--- config.mk ---
export PLATFORM = sky130hd
export DESIGN_NAME = stream_mux_flat
export DESIGN_NICKNAME = d
export VERILOG_FILES = /design/src/rtl/stream_mux_pkg.sv /design/src/rtl/stream_mux_if.sv /design/src/rtl/stream_mux_rr_arbiter.sv /design/src/rtl/stream_mux.sv /design/src/flat_wrapper.sv
export SDC_FILE = /design/constraint.sdc
export NUM_CORES = 1
export LEC_CHECK = 0
export BUFFER_PORTS_ARGS = -buffer_cell sky130_fd_sc_hd__buf_2
export CORE_MARGIN = 8
export CORE_UTILIZATION = 36
export CTS_CLUSTER_DIAMETER = 30
export DETAILED_ROUTE_END_ITERATION = 8
export PLACE_DENSITY = 0.87
export RECOVER_POWER = 50
export SYNTH_ARGS = -nofsm -noshare
export SYNTH_HDL_FRONTEND = slang
export SYNTH_HIERARCHICAL = 1
export SYNTH_SLANG_ARGS = --single-unit
export TNS_END_PERCENT = 100
--- constraint.sdc ---
create_clock -name clk -period 2.3 [get_ports clk]
set_input_delay 0.69 -clock clk [delete_from_list [all_inputs] [get_ports clk]]
set_output_delay 0.69 -clock clk [all_outputs]
set_load 0.01 [all_outputs]
--- src/rtl/stream_mux_pkg.sv ---
`default_nettype none
// ============================================================================
// Module      : amp_mux_pkg
// Description : Shared types and helpers for the stream_mux block.
//               mux_mode_e selects between explicit-select and round-robin
//               channel selection.
// Ports       : none (package)
// Revision    : 1.0 - initial release
// ============================================================================
package amp_mux_pkg;

  // Channel selection mode of stream_mux.
  typedef enum logic {
    MUX_SEL = 1'b0,  // channel chosen by the explicit select input
    MUX_RR  = 1'b1   // channel chosen by round-robin arbitration
  } mux_mode_e;

  // Modulo-n increment of a channel index (n-1 wraps to 0).
  function automatic int wrap_inc(input int idx, input int n);
    return (idx >= n - 1) ? 0 : idx + 1;
  endfunction

endpackage : amp_mux_pkg
`default_nettype wire

--- src/rtl/stream_mux_if.sv ---
`default_nettype none
// ============================================================================
// Module      : stream_mux_if
// Description : Bundle of the N producer channels and the single consumer
//               channel of stream_mux, each with a valid/ready handshake.
// Ports       : master - producer/consumer side (drives sel, in_valid,
//                        in_data, out_ready)
//               slave  - mux side (drives in_ready, out_valid, out_data,
//                        out_ch)
// Revision    : 1.0 - initial release
// ============================================================================
interface stream_mux_if #(
  parameter int WIDTH = 32,
  parameter int N     = 4
);

  localparam int SEL_W = $clog2(N);

  logic [SEL_W-1:0]   sel;        // explicit channel select
  logic [N-1:0]       in_valid;   // per-channel valid
  logic [N*WIDTH-1:0] in_data;    // channel i at [i*WIDTH +: WIDTH]
  logic [N-1:0]       in_ready;   // per-channel ready
  logic               out_valid;  // registered beat available
  logic [WIDTH-1:0]   out_data;   // registered beat data
  logic [SEL_W-1:0]   out_ch;     // channel that supplied out_data
  logic               out_ready;  // consumer ready

  modport master (
    output sel,
    output in_valid,
    output in_data,
    output out_ready,
    input  in_ready,
    input  out_valid,
    input  out_data,
    input  out_ch
  );

  modport slave (
    input  sel,
    input  in_valid,
    input  in_data,
    input  out_ready,
    output in_ready,
    output out_valid,
    output out_data,
    output out_ch
  );

endinterface : stream_mux_if
`default_nettype wire

--- src/rtl/stream_mux_rr_arbiter.sv ---
`default_nettype none
// ============================================================================
// Module      : rr_arbiter
// Description : Combinational round-robin arbiter. Grants the first asserted
//               request found when scanning ptr, ptr+1, ... modulo N.
// Ports       : req_i     [N]      request vector
//               ptr_i     [SEL_W]  highest-priority channel this cycle
//               gnt_o     [N]      one-hot grant (all zero if no request)
//               gnt_idx_o [SEL_W]  index of the granted channel
//               gnt_any_o          a grant was issued
// Revision    : 1.0 - initial release
// ============================================================================
module rr_arbiter #(
  parameter int N = 4
) (
  input  logic [N-1:0]         req_i,
  input  logic [$clog2(N)-1:0] ptr_i,
  output logic [N-1:0]         gnt_o,
  output logic [$clog2(N)-1:0] gnt_idx_o,
  output logic                 gnt_any_o
);

  localparam int SEL_W = $clog2(N);

  always_comb begin
    logic found;
    int   idx;
    gnt_o     = '0;
    gnt_idx_o = '0;
    gnt_any_o = 1'b0;
    found     = 1'b0;
    idx       = 0;
    // Rotate the scan start to ptr_i; the first hit in rotated order wins.
    for (int k = 0; k < N; k++) begin
      idx = (int'(ptr_i) + k) % N;
      if (!found && req_i[idx]) begin
        found          = 1'b1;
        gnt_o[idx]     = 1'b1;
        gnt_idx_o      = SEL_W'(idx);
      end
    end
    gnt_any_o = found;
  end

endmodule : rr_arbiter
`default_nettype wire

--- src/rtl/stream_mux.sv ---
`default_nettype none
// ============================================================================
// Module      : stream_mux
// Description : N-to-1 stream multiplexer with valid/ready handshake and a
//               single registered output stage. The source channel is picked
//               either by an explicit select (MUX_SEL) or by round-robin
//               arbitration (MUX_RR). Sustains one beat per cycle.
// Ports       : clk  - clock, all state on the rising edge
//               rst  - synchronous active-high reset
//               bus  - stream_mux_if.slave: sel, in_valid, in_data, in_ready,
//                      out_valid, out_data, out_ch, out_ready
// Revision    : 1.0 - initial release
// ============================================================================
import amp_mux_pkg::*;

module stream_mux #(
  parameter int        WIDTH = 32,
  parameter int        N     = 4,
  parameter mux_mode_e MODE  = MUX_SEL
) (
  input  logic         clk,
  input  logic         rst,
  stream_mux_if.slave  bus
);

  localparam int SEL_W = $clog2(N);

  // Grant produced by whichever selection scheme is built.
  logic [N-1:0]     w_grant;
  logic [SEL_W-1:0] w_grant_idx;
  logic             w_grant_any;

  // Output stage.
  logic             out_valid_q, out_valid_d;
  logic [WIDTH-1:0] out_data_q,  out_data_d;
  logic [SEL_W-1:0] out_ch_q,    out_ch_d;

  logic             w_adv;
  logic             w_xfer;
  logic [WIDTH-1:0] w_data;

  // Output stage can take a new beat when empty or being drained now.
  assign w_adv  = ~out_valid_q | bus.out_ready;
  // Grant always implies the granted channel is valid, so this is the
  // in_valid & in_ready handshake of the granted channel.
  assign w_xfer = w_grant_any & w_adv & ~rst;

  assign bus.in_ready = {N{w_adv & ~rst}} & w_grant;

  generate
    if (MODE == MUX_RR) begin : g_rr
      logic [SEL_W-1:0] rr_ptr_q, rr_ptr_d;
      logic             w_unused_sel;

      // Explicit select has no meaning in round-robin mode.
      assign w_unused_sel = ^bus.sel;

      rr_arbiter #(
        .N (N)
      ) u_rr_arbiter (
        .req_i     (bus.in_valid),
        .ptr_i     (rr_ptr_q),
        .gnt_o     (w_grant),
        .gnt_idx_o (w_grant_idx),
        .gnt_any_o (w_grant_any)
      );

      // Priority moves just past the winner, and only when a beat moves.
      assign rr_ptr_d = w_xfer ? SEL_W'(wrap_inc(int'(w_grant_idx), N))
                               : rr_ptr_q;

      always_ff @(posedge clk) begin
        if (rst) begin
          rr_ptr_q <= '0;
        end else begin
          rr_ptr_q <= rr_ptr_d;
        end
      end
    end else begin : g_sel
      // Out-of-range select values match no channel and so grant nothing.
      always_comb begin
        w_grant = '0;
        for (int i = 0; i < N; i++) begin
          if (int'(bus.sel) == i) begin
            w_grant[i] = bus.in_valid[i];
          end
        end
      end

      assign w_grant_idx = bus.sel;
      assign w_grant_any = |w_grant;
    end
  endgenerate

  // One-hot AND-OR mux; never indexes outside in_data for any select value.
  always_comb begin
    w_data = '0;
    for (int i = 0; i < N; i++) begin
      if (w_grant[i]) begin
        w_data = w_data | bus.in_data[i*WIDTH +: WIDTH];
      end
    end
  end

  // Next state of the output stage. Accept takes precedence over drain so a
  // simultaneous drain+accept keeps out_valid high with no bubble; a drain
  // alone clears valid but keeps data/channel for inspection.
  always_comb begin
    out_valid_d = out_valid_q;
    out_data_d  = out_data_q;
    out_ch_d    = out_ch_q;
    if (w_xfer) begin
      out_valid_d = 1'b1;
      out_data_d  = w_data;
      out_ch_d    = w_grant_idx;
    end else if (bus.out_ready) begin
      out_valid_d = 1'b0;
    end
  end

  always_ff @(posedge clk) begin
    if (rst) begin
      out_valid_q <= 1'b0;
      out_data_q  <= '0;
      out_ch_q    <= '0;
    end else begin
      out_valid_q <= out_valid_d;
      out_data_q  <= out_data_d;
      out_ch_q    <= out_ch_d;
    end
  end

  assign bus.out_valid = out_valid_q;
  assign bus.out_data  = out_data_q;
  assign bus.out_ch    = out_ch_q;

endmodule : stream_mux
`default_nettype wire

--- src/flat_wrapper.sv ---
// flat-port wrapper written by rule: the top's interface ports become plain ports
module stream_mux_flat 
#(
  parameter int        WIDTH = 32,
  parameter int        N     = 4,
  parameter mux_mode_e MODE  = MUX_SEL
)
  (clk, rst, bus_sel, bus_in_valid, bus_in_data, bus_out_ready, bus_in_ready, bus_out_valid, bus_out_data, bus_out_ch);
  stream_mux_if #(.WIDTH(WIDTH), .N(N)) bus_i ();
  input  logic clk;
  input  logic rst;
  input wire logic [$bits(bus_i.sel)-1:0] bus_sel;
  input wire logic [$bits(bus_i.in_valid)-1:0] bus_in_valid;
  input wire logic [$bits(bus_i.in_data)-1:0] bus_in_data;
  input wire logic [$bits(bus_i.out_ready)-1:0] bus_out_ready;
  output wire logic [$bits(bus_i.in_ready)-1:0] bus_in_ready;
  output wire logic [$bits(bus_i.out_valid)-1:0] bus_out_valid;
  output wire logic [$bits(bus_i.out_data)-1:0] bus_out_data;
  output wire logic [$bits(bus_i.out_ch)-1:0] bus_out_ch;
  assign bus_i.sel = bus_sel;
  assign bus_i.in_valid = bus_in_valid;
  assign bus_i.in_data = bus_in_data;
  assign bus_i.out_ready = bus_out_ready;
  assign bus_in_ready = bus_i.in_ready;
  assign bus_out_valid = bus_i.out_valid;
  assign bus_out_data = bus_i.out_data;
  assign bus_out_ch = bus_i.out_ch;
  stream_mux #(.WIDTH(WIDTH), .N(N), .MODE(MODE)) u_core (.clk(clk), .rst(rst), .bus(bus_i));
endmodule
==> reports/results.txt <==
Mapped Cells - 221
Worst-path clk slew - 0.07 ns
CTS Buffer Depth - 2
antenna violations before repair - 0
Period minus WS final - 2.169 ns
Final Util - 53.34%
commonest non-fill, non-tap cells in the layout - 140 x buf_2, 64 x a22oi_1, 36 x clkbuf_1
metal3 WL - 777 µm
routed vias - 2600
vias in the first global route - 2872
Final Non-Filler Cells - 455
r2r worst-path depth - 4
clk_skew - 0.004095 ns
post-synth top area share - 31.91%
final number of max-transition violations - 0
First-pass DRT Iterations - 5
worst endpoint required time - 1.61 ns
Pwr Total - 1677 µW
share of cells above drive strength 1 - 50.79%
post-cts gate resize count - 0
Synth area leaders - dfxtp_1 32%, a22oi_1 22%, a311oi_2 21%
DR DRC count - 0
core area - 5921 µm²
Max Clock Freq - 461.1 MHz
Worst VDD drop - 0.2336 mV
wirelength, routed - 8684 µm
GRT Util Overall - 18.99%
Max transition margin - 27.43%
Setup crit end kind - primary output
commonest non-fill, non-tap cell in the layout - buf_2
synthesis-stage register bit count - 35
setup TNS - 0 ns
CTS tree - built
Die Ht - 94.10 µm
Arrival @ worst endpoint - 1.48 ns
I/O pin count - 176
status - completed
PortBufs - 175
per-cell routed wire length - 19.09 µm
routability congestion estimate - 0.8004
reg2reg start - u_core/bus.out_valid$_SDFFE_PP0P_
r2r setup slk - 0.73 ns
DRT iter0 DRCs - 134
unrepaired setup endpoints after global routing - no
Seq/Total Area, Yosys - 31.91%
yosys warns - 6
WL met1 - 3495 µm
largest net degree at the start of global routing - 36
worst hold path type - flip-flop to flip-flop
H-tree depth - 2
total die area - 8855 µm²
r2r endpoint - u_core/bus.out_data[28]$_SDFFE_PP0P_
Inserted Clock Buffers - 5
HP Start - u_core/bus.out_data[7]$_SDFFE_PP0P_
P_leak - 0.001250 µW
length of routed met2 wiring - 4371 µm
Post-Syn Area - 2196 µm²
CP Class - input port to primary output
Post-DP Area - 3104 µm²
Overflow after GRT - 0
Post-Syn Nets - 358
cell taking the most area after synthesis - dfxtp_1
Rows - 28
Hold Fails Final Rpt - 0
Max-Cap Viols - 0
top sig layer - met4
TritonCTS Sinks - 35
worst-margin pin slew - 1.089 ns
final worst-path cycle share - 94.29%
worst skew pair latency - 0.28 ns
Layout area overhead - 43.82%
worst setup path startpoint - bus_out_ready
cell area after layout - 3158 µm²
CP Max Fanout - 9
global-route wire length before repair - 13790 µm
CTS Hold Buffers Added - 0
Ant. Diodes - 0
Setup violations, final - 0
synth unique cells - 21
Worst setup SP type - input port
post-CTS setup repair buffer count - 0
DP HPWL - 6578 µm
CTS root buf - clkbuf_8
CP endpoint - bus_in_ready[1]
Mean Syn Cell Area - 9.936 µm²
Via density - 5.714
Post-Place Cells - 447
initial core utilization - 37.09%
power per cell area - 531.2 nW/µm²
nets@finish - 516
antenna-violating nets left - 0
die width - 94.10 µm
-- how the worst min path moves through the flow --
stage                                      endpoint  slack [ns]  cells after the start
4_1_cts         u_core/bus.out_data[7]$_SDFFE_PP0P_        0.55                      2
2_1_floorplan   u_core/bus.out_data[7]$_SDFFE_PP0P_        0.56                      2
6_report        u_core/bus.out_data[7]$_SDFFE_PP0P_        0.56                      2
5_1_grt        u_core/bus.out_data[16]$_SDFFE_PP0P_        0.61                      2
3_3_place_gp    u_core/bus.out_data[7]$_SDFFE_PP0P_        0.53                      2
3_5_place_dp    u_core/bus.out_data[7]$_SDFFE_PP0P_        0.54                      2
-- state kept, by name, summed over array words and instances, names as in the netlist --
name / flops
u_core/bus.out_data: 32
u_core/bus.out_valid: 1
u_core/bus.out_ch: 2
-- final cells by class --
cell class	instances	area (µm²)
fillers	586	2763
multi-input cells	148	1328
repair buffers	186	924.6
flip-flops and latches	35	700.7
clock buffers	8	100.1
well taps	75	93.84
inverters	3	11.26
-- worst max-delay path, cell delays in order --
cell	delay, ns
buf_2	0.09
nand2b_1	0.30
and3_1	0.26
buf_2	0.14
-- routing by layer --
layer / up-vias / GRT usage [%]
met2: 118 / 33.61
met3: 6 / 7.194
li1: 1256 / -
met1: 1220 / 20.96
met4: 0 / 4.095
met5: - / 0
-- through the flow --
stage          worst slack [ns]  hold slack (ns)
6_report                 0.1314           0.5554
3_3_place_gp             0.1444           0.5334
5_1_grt                  0.1073           0.6121
2_1_floorplan          -0.01839           0.5579
3_5_place_dp             0.1045           0.5372
4_1_cts                  0.1507           0.5471
-- Yosys cell counts (all sizes together) --
cell type  count
a22oi         64
dfxtp         35
a31oi         33
a311oi        32
clkbuf        30
and3           6
buf            5
inv            3
mux2           3
and3b          2
nor2b          2
a21oi          1
mux4           1
nand2b         1
nand3          1
nor3b          1
o2bb2ai        1
-- logic make-up (layout without fill, tap and decap cells) --
logic type,after synthesis,count (layout),share of synthesized area [%]
buf+inv,38,197,7.920
flops,35,35,31.91
compound gates,131,131,53.22
mux,4,4,2.564
simple gates,13,13,4.387
-- where the power goes --
| group | switching (µW) | leakage, µW | internal, µW |
|---|---|---|---|
| combinational | 275 | 0.000910 | 231 |
| clock | 209 | 0.0000515 | 273 |
| sequential | 28.5 | 0.000288 | 661 |
(Power assumes the default switching activity.)
